<file path="src/rtl/mmio_responder_if.sv">
// MMIO bus between the CPU and the I/O responder.
//   mem_cmd    : 2'b00 NONE, 2'b01 READ, 2'b10 WRITE, 2'b11 treated as NONE
//   mem_addr   : word address
//   write_data : store data, valid with WRITE
//   read_data  : registered load data
//   rd_valid   : read_data holds a response this cycle
//   claim_q    : previous-cycle command hit the I/O window (read-data mux select)
interface mmio_responder_if;
  logic [1:0]  mem_cmd;
  logic [9:0]  mem_addr;
  logic [15:0] write_data;
  logic [15:0] read_data;
  logic        rd_valid;
  logic        claim_q;

  modport master (
    output mem_cmd,
    output mem_addr,
    output write_data,
    input  read_data,
    input  rd_valid,
    input  claim_q
  );

  modport slave (
    input  mem_cmd,
    input  mem_addr,
    input  write_data,
    output read_data,
    output rd_valid,
    output claim_q
  );
endinterface

</file>
<file path="src/rtl/mmio_responder.sv">
// Memory-mapped I/O responder claiming BASE..BASE+3 on the CPU memory bus.
//   offset 0 LED    (R/W, 10 bits)
//   offset 1 HEX    (R/W, 16 bits)
//   offset 2 CYCLE  (R, write clears)
//   offset 3 STATUS (R, bit0 sticky switch-changed flag, clear-on-read)
// Ports:
//   clk, reset : system clock, asynchronous active-high reset
//   bus        : slave side of the MMIO bus (command in, registered response out)
//   sw_in      : raw asynchronous slide switches
//   led_out    : LED register
//   hex_out    : hex-display register
module mmio_responder #(
  parameter int unsigned SYNC_STAGES = 2,
  parameter int unsigned CNT_W       = 16,
  parameter logic [9:0]  BASE        = 10'h100
) (
  input  logic                clk,
  input  logic                reset,
  mmio_responder_if.slave     bus,
  input  logic [9:0]          sw_in,
  output logic [9:0]          led_out,
  output logic [15:0]         hex_out
);

  localparam logic [1:0] CmdRead  = 2'b01;
  localparam logic [1:0] CmdWrite = 2'b10;

  localparam logic [1:0] OffLed    = 2'd0;
  localparam logic [1:0] OffHex    = 2'd1;
  localparam logic [1:0] OffCycle  = 2'd2;
  localparam logic [1:0] OffStatus = 2'd3;

  logic [SYNC_STAGES-1:0][9:0] sync_q, sync_d;
  logic [9:0]                  sw_prev_q, sw_prev_d;
  logic [9:0]                  led_q, led_d;
  logic [15:0]                 hex_q, hex_d;
  logic [CNT_W-1:0]            cnt_q, cnt_d;
  logic                        flag_q, flag_d;
  logic [15:0]                 rdata_q, rdata_d;
  logic                        rvalid_q, rvalid_d;
  logic                        claim_q, claim_d;

  logic       hit;
  logic [1:0] off;
  logic       is_rd;
  logic       is_wr;
  logic [9:0] sw_s;
  logic       chg;
  logic [15:0] cnt_ext;

  always_comb begin
    // 11-bit compare so a window near the top of the address space cannot wrap
    hit   = ({1'b0, bus.mem_addr} >= {1'b0, BASE}) &&
            ({1'b0, bus.mem_addr} <= ({1'b0, BASE} + 11'd3));
    off   = bus.mem_addr[1:0] - BASE[1:0];
    is_rd = hit && (bus.mem_cmd == CmdRead);
    is_wr = hit && (bus.mem_cmd == CmdWrite);

    sw_s = sync_q[SYNC_STAGES-1];
    chg  = (sw_s != sw_prev_q);

    cnt_ext              = '0;
    cnt_ext[CNT_W-1:0]   = cnt_q;

    sync_d[0] = sw_in;
    for (int i = 1; i < int'(SYNC_STAGES); i++) begin
      sync_d[i] = sync_q[i-1];
    end
    sw_prev_d = sw_s;

    led_d    = led_q;
    hex_d    = hex_q;
    cnt_d    = cnt_q + {{(CNT_W-1){1'b0}}, 1'b1};
    flag_d   = flag_q;
    rdata_d  = rdata_q;
    rvalid_d = is_rd;
    claim_d  = is_rd || is_wr;

    if (is_wr) begin
      case (off)
        OffLed:   led_d = bus.write_data[9:0];
        OffHex:   hex_d = bus.write_data;
        OffCycle: cnt_d = '0;
        default:  ;
      endcase
    end

    if (is_rd) begin
      case (off)
        OffLed:    rdata_d = {6'b0, led_q};
        OffHex:    rdata_d = hex_q;
        OffCycle:  rdata_d = cnt_ext;
        OffStatus: rdata_d = {15'b0, flag_q};
        default:   rdata_d = rdata_q;
      endcase
    end

    // A change on the clearing edge must not be lost, so set beats clear
    if (chg) begin
      flag_d = 1'b1;
    end else if (is_rd && (off == OffStatus)) begin
      flag_d = 1'b0;
    end
  end

  always_ff @(posedge clk or posedge reset) begin
    if (reset) begin
      sync_q    <= '0;
      sw_prev_q <= '0;
      led_q     <= '0;
      hex_q     <= '0;
      cnt_q     <= '0;
      flag_q    <= 1'b0;
      rdata_q   <= '0;
      rvalid_q  <= 1'b0;
      claim_q   <= 1'b0;
    end else begin
      sync_q    <= sync_d;
      sw_prev_q <= sw_prev_d;
      led_q     <= led_d;
      hex_q     <= hex_d;
      cnt_q     <= cnt_d;
      flag_q    <= flag_d;
      rdata_q   <= rdata_d;
      rvalid_q  <= rvalid_d;
      claim_q   <= claim_d;
    end
  end

  assign bus.read_data = rdata_q;
  assign bus.rd_valid  = rvalid_q;
  assign bus.claim_q   = claim_q;
  assign led_out       = led_q;
  assign hex_out       = hex_q;

endmodule

</file>
<file path="src/flat_wrapper.sv">
// flat-port wrapper written by rule: the top's interface ports become plain ports
module mmio_responder_flat 
#(
  parameter int unsigned SYNC_STAGES = 2,
  parameter int unsigned CNT_W       = 16,
  parameter logic [9:0]  BASE        = 10'h100
)
  (clk, reset, sw_in, led_out, hex_out, bus_mem_cmd, bus_mem_addr, bus_write_data, bus_read_data, bus_rd_valid, bus_claim_q);
  mmio_responder_if bus_i ();
  input  logic clk;
  input  logic reset;
  input  logic [9:0] sw_in;
  output logic [9:0] led_out;
  output logic [15:0] hex_out;
  input wire logic [$bits(bus_i.mem_cmd)-1:0] bus_mem_cmd;
  input wire logic [$bits(bus_i.mem_addr)-1:0] bus_mem_addr;
  input wire logic [$bits(bus_i.write_data)-1:0] bus_write_data;
  output wire logic [$bits(bus_i.read_data)-1:0] bus_read_data;
  output wire logic [$bits(bus_i.rd_valid)-1:0] bus_rd_valid;
  output wire logic [$bits(bus_i.claim_q)-1:0] bus_claim_q;
  assign bus_i.mem_cmd = bus_mem_cmd;
  assign bus_i.mem_addr = bus_mem_addr;
  assign bus_i.write_data = bus_write_data;
  assign bus_read_data = bus_i.read_data;
  assign bus_rd_valid = bus_i.rd_valid;
  assign bus_claim_q = bus_i.claim_q;
  mmio_responder #(.SYNC_STAGES(SYNC_STAGES), .CNT_W(CNT_W), .BASE(BASE)) u_core (.clk(clk), .reset(reset), .bus(bus_i), .sw_in(sw_in), .led_out(led_out), .hex_out(hex_out));
endmodule
</file>
<file path="config.mk">
export PLATFORM = sky130hd
export DESIGN_NAME = mmio_responder_flat
export DESIGN_NICKNAME = d
export VERILOG_FILES = /design/src/rtl/mmio_responder_if.sv /design/src/rtl/mmio_responder.sv /design/src/flat_wrapper.sv
export SDC_FILE = /design/constraint.sdc
export NUM_CORES = 1
export LEC_CHECK = 0
export ABC_CLOCK_PERIOD_IN_PS = 5000
export BUFFER_PORTS_ARGS = -buffer_cell sky130_fd_sc_hd__buf_2
export CAP_MARGIN = 20
export CORE_MARGIN = 5
export CORE_UTILIZATION = 40
export CTS_CLUSTER_SIZE = 20
export DETAILED_ROUTE_END_ITERATION = 16
export REMOVE_ABC_BUFFERS = 1
export SLEW_MARGIN = 20
export SYNTH_ARGS = -nofsm -noshare
export SYNTH_HDL_FRONTEND = slang
export SYNTH_SLANG_ARGS = --single-unit
</file>
<file path="constraint.sdc">
create_clock -name clk -period 5 [get_ports clk]
set_input_delay 0.75 -clock clk [delete_from_list [all_inputs] [get_ports clk]]
set_output_delay 0.75 -clock clk [all_outputs]
set_load 0.005 [all_outputs]
</file>
==> run summary <==
status: completed
worst hold endpoint: u_core.sw_prev_d[7]
row count: 34
WL met1: 3.36 mm
Final Cell Area: 4320 µm²
top layer in use: met4
initial core utilization: 41.3%
HP Class: register to register
cts-stage hold buffer count: 0
WL/cell: 15.3 µm
setup TNS: 0 ns
Final HPWL DP: 5.20 mm
port buffer count: 83
DRT Wirelength: 7.37 mm
Num Clock Sinks: 91
critical path required time: 5.23 ns
ANT nets after route: 0
Slew Limit Headroom: 31.6%
largest net degree at the start of global routing: 48
crit path kind: input port to register
endpoints failing hold: 0
RSZ-0062 raised after global routing: no
startpoint types: input port
sequential area share after synthesis: 62.7%
Final Cycle Share: 47.0%
Post-Synthesis Cell Area: 3630 µm²
met2 wire len: 3.53 mm
DR vias/cell: 4.93
clk_skew: 0.0128 ns
Syn-to-layout area delta: 18.8%
first-pass detailed-route iteration total: 4
Max VDD drop: 0.118 mV
Seq cells post-synth: 91
die footprint: 11100 µm²
Root Buffer Master: clkbuf_8
Clock transition at path regs: 0.08 ns
PnR worst setup slack: 2.65 ns
post-cts resize count: 0
post-synthesis instance total: 281
Min Clock Period, post-route: 2.35 ns
nets@finish: 408
drt initial violations: 66
hold_ws: 0.350 ns
setup slack, reg-to-reg: 3.20 ns
post-synth cell types: 35
Final Max Tran Viols: 0
hold path depth: 0
DRC: 0
number of buffers created by CTS: 9
Die X: 105 µm
area of the core: 8810 µm²
global route total overflow: 0
routed via count: 2367
Area after DPL: 4140 µm²
Post-synth EDFFs: 0
TritonCTS clock tree: yes
vias in the first global route: 2500
Yosys warning count: 0
num ports: 84
# diodes: 0
min-delay src: u_core.sync_d[17]
leakage: 2.17 nW
commonest cells after routing, fill and taps aside: dfrtp_1, buf_2, nor2_1, nand2_1, mux2_2
CP arrival: 2.58 ns
All-Layer GR Usage: 14.2%
Synth Flop Type: dfrtp_1
final setup fails: 0
CTS max path bufs: 2
Crit. End Element: register
global placement routability congestion: 0.721
worst skew pair latency: 0.35 ns
dpl cells: 464
first-pass GRT wire length: 12.5 mm
Post-CTS Setup Inserts: 0
Yosys top cell by area: dfrtp_1
fmax: 0.425 GHz
Die Ht: 105 µm
CP max FO: 16
PwrDens: 319 nW/µm²
length of routed met3 wiring: 298 µm
non-filler instance count after layout: 480
share of the synthesized area in the top cell type: 62.7%
commonest non-fill, non-tap cell in the layout: dfrtp_1
FILL cells: 835
H-tree Lvls: 3
Post-Syn Area per Cell: 12.9 µm²
ys async rst share: 100%
Setup WS pre-CTS: 2.28 ns
initial antenna violation count: 0
synth top area cells: dfrtp_1, mux2_2, mux2_4
worst reg2reg path depth: 4
Tightest Pin Transition: 1.03 ns
layout cell share with drive strength beyond 1: 35.8%
worst reg2reg path startpoint: u_core.cnt_ext[2]
max cap viols: 0
Worst R2R End: u_core.cnt_ext[15]
==> critical path, stage by stage <==
cell,delay (ns)
buf_2,0.10
nor4_2,0.30
nand2_1,0.14
or3b_1,0.82
mux2_4,0.46
==> worst max path at each step <==
stage / startpoint / end / slack [ns]
2_1_floorplan: reset / u_core.bus.claim_q / 1.89
3_3_place_gp: bus_mem_addr[3] / u_core.hex_out[3] / 2.35
3_5_place_dp: bus_mem_addr[3] / u_core.hex_out[4] / 2.28
4_1_cts: bus_mem_addr[3] / u_core.hex_out[4] / 2.66
5_1_grt: bus_mem_addr[3] / u_core.hex_out[4] / 2.58
6_report: bus_mem_addr[3] / u_core.hex_out[4] / 2.65
==> synthesized netlist by cell type, types with 2 or more instances <==
cell	count
a21oi_1	12
a22oi_1	6
buf_2	2
buf_6	2
clkbuf_1	5
dfrtp_1	91
inv_1	3
mux2_2	17
mux2_4	10
mux2i_1	9
nand2_1	22
nand2b_1	2
nand3_1	6
nand4_1	6
nor2_1	23
nor2b_1	3
nor3_1	4
nor4_1	3
o21ai_0	16
o31ai_1	2
or4_1	3
xnor2_1	11
xor2_1	11
==> final cells by class <==
| class | instances | area [µm²] | share of cell area [%] |
|---|---|---|---|
| Multi-Input combinational cell | 175 | 1260 | 29.3 |
| Clock buffer | 12 | 155 | 3.59 |
| Sequential cell | 91 | 2280 | 52.8 |
| Inverter | 3 | 13.8 | 0.319 |
| Clock inverter | 4 | 25.0 | 0.580 |
| Timing Repair Buffer | 87 | 445 | 10.3 |
| Tap cell | 108 | 135 | 3.13 |
==> report_power, final <==
part / switching (W) / leakage [nW] / total (W) / internal, W
combinational: 0.0000540 / 0.895 / 0.000103 / 0.0000495
clock: 0.000244 / 0.0884 / 0.000450 / 0.000206
sequential: 0.0000487 / 1.18 / 0.000822 / 0.000773
total: 0.000346 / 2.17 / 0.00138 / 0.00103
==> state kept, by name, indices dropped and copies added (netlist names) <==
signal	count
u_core.bus.claim_q	1
u_core.bus.read_data	16
u_core.led_out	10
u_core.sw_prev_d	10
u_core.cnt_ext	16
u_core.hex_out	16
u_core.bus.rd_valid	1
u_core.flag_q	1
u_core.sync_d	10
u_core.sw_prev_q	10
==> logic make-up (layout without fill, tap and decap cells) <==
kind of cell,after synthesis,count (layout),share of synthesized area (%)
buf+inv,15,106,2.51
flops,91,91,62.7
fa+ha+maj,1,1,0.344
xor+xnor,22,22,5.30
simple gates,79,79,11.2
mux,37,37,12.5
compound gates,36,36,5.51
==> routing by layer <==
layer / vias up / global-route usage [%]
li1: 1143 / -
met1: 1158 / 18.9
met2: 52 / 22.4
met3: 14 / 2.63
met4: 0 / 6.75
met5: - / 0
==> metrics by stage <==
| step | total power, W | utilization, % |
|---|---|---|
| 3_3_place_gp | 0.000938 | 47.0 |
| 5_1_grt | 0.00145 | 49.0 |
| 2_1_floorplan | 0.000891 | - |
| 6_report | 0.00138 | 49.0 |
| 3_5_place_dp | 0.000943 | 47.0 |
| 4_1_cts | 0.00140 | 49.0 |
Note: power is estimated with default switching activity, not from simulation.
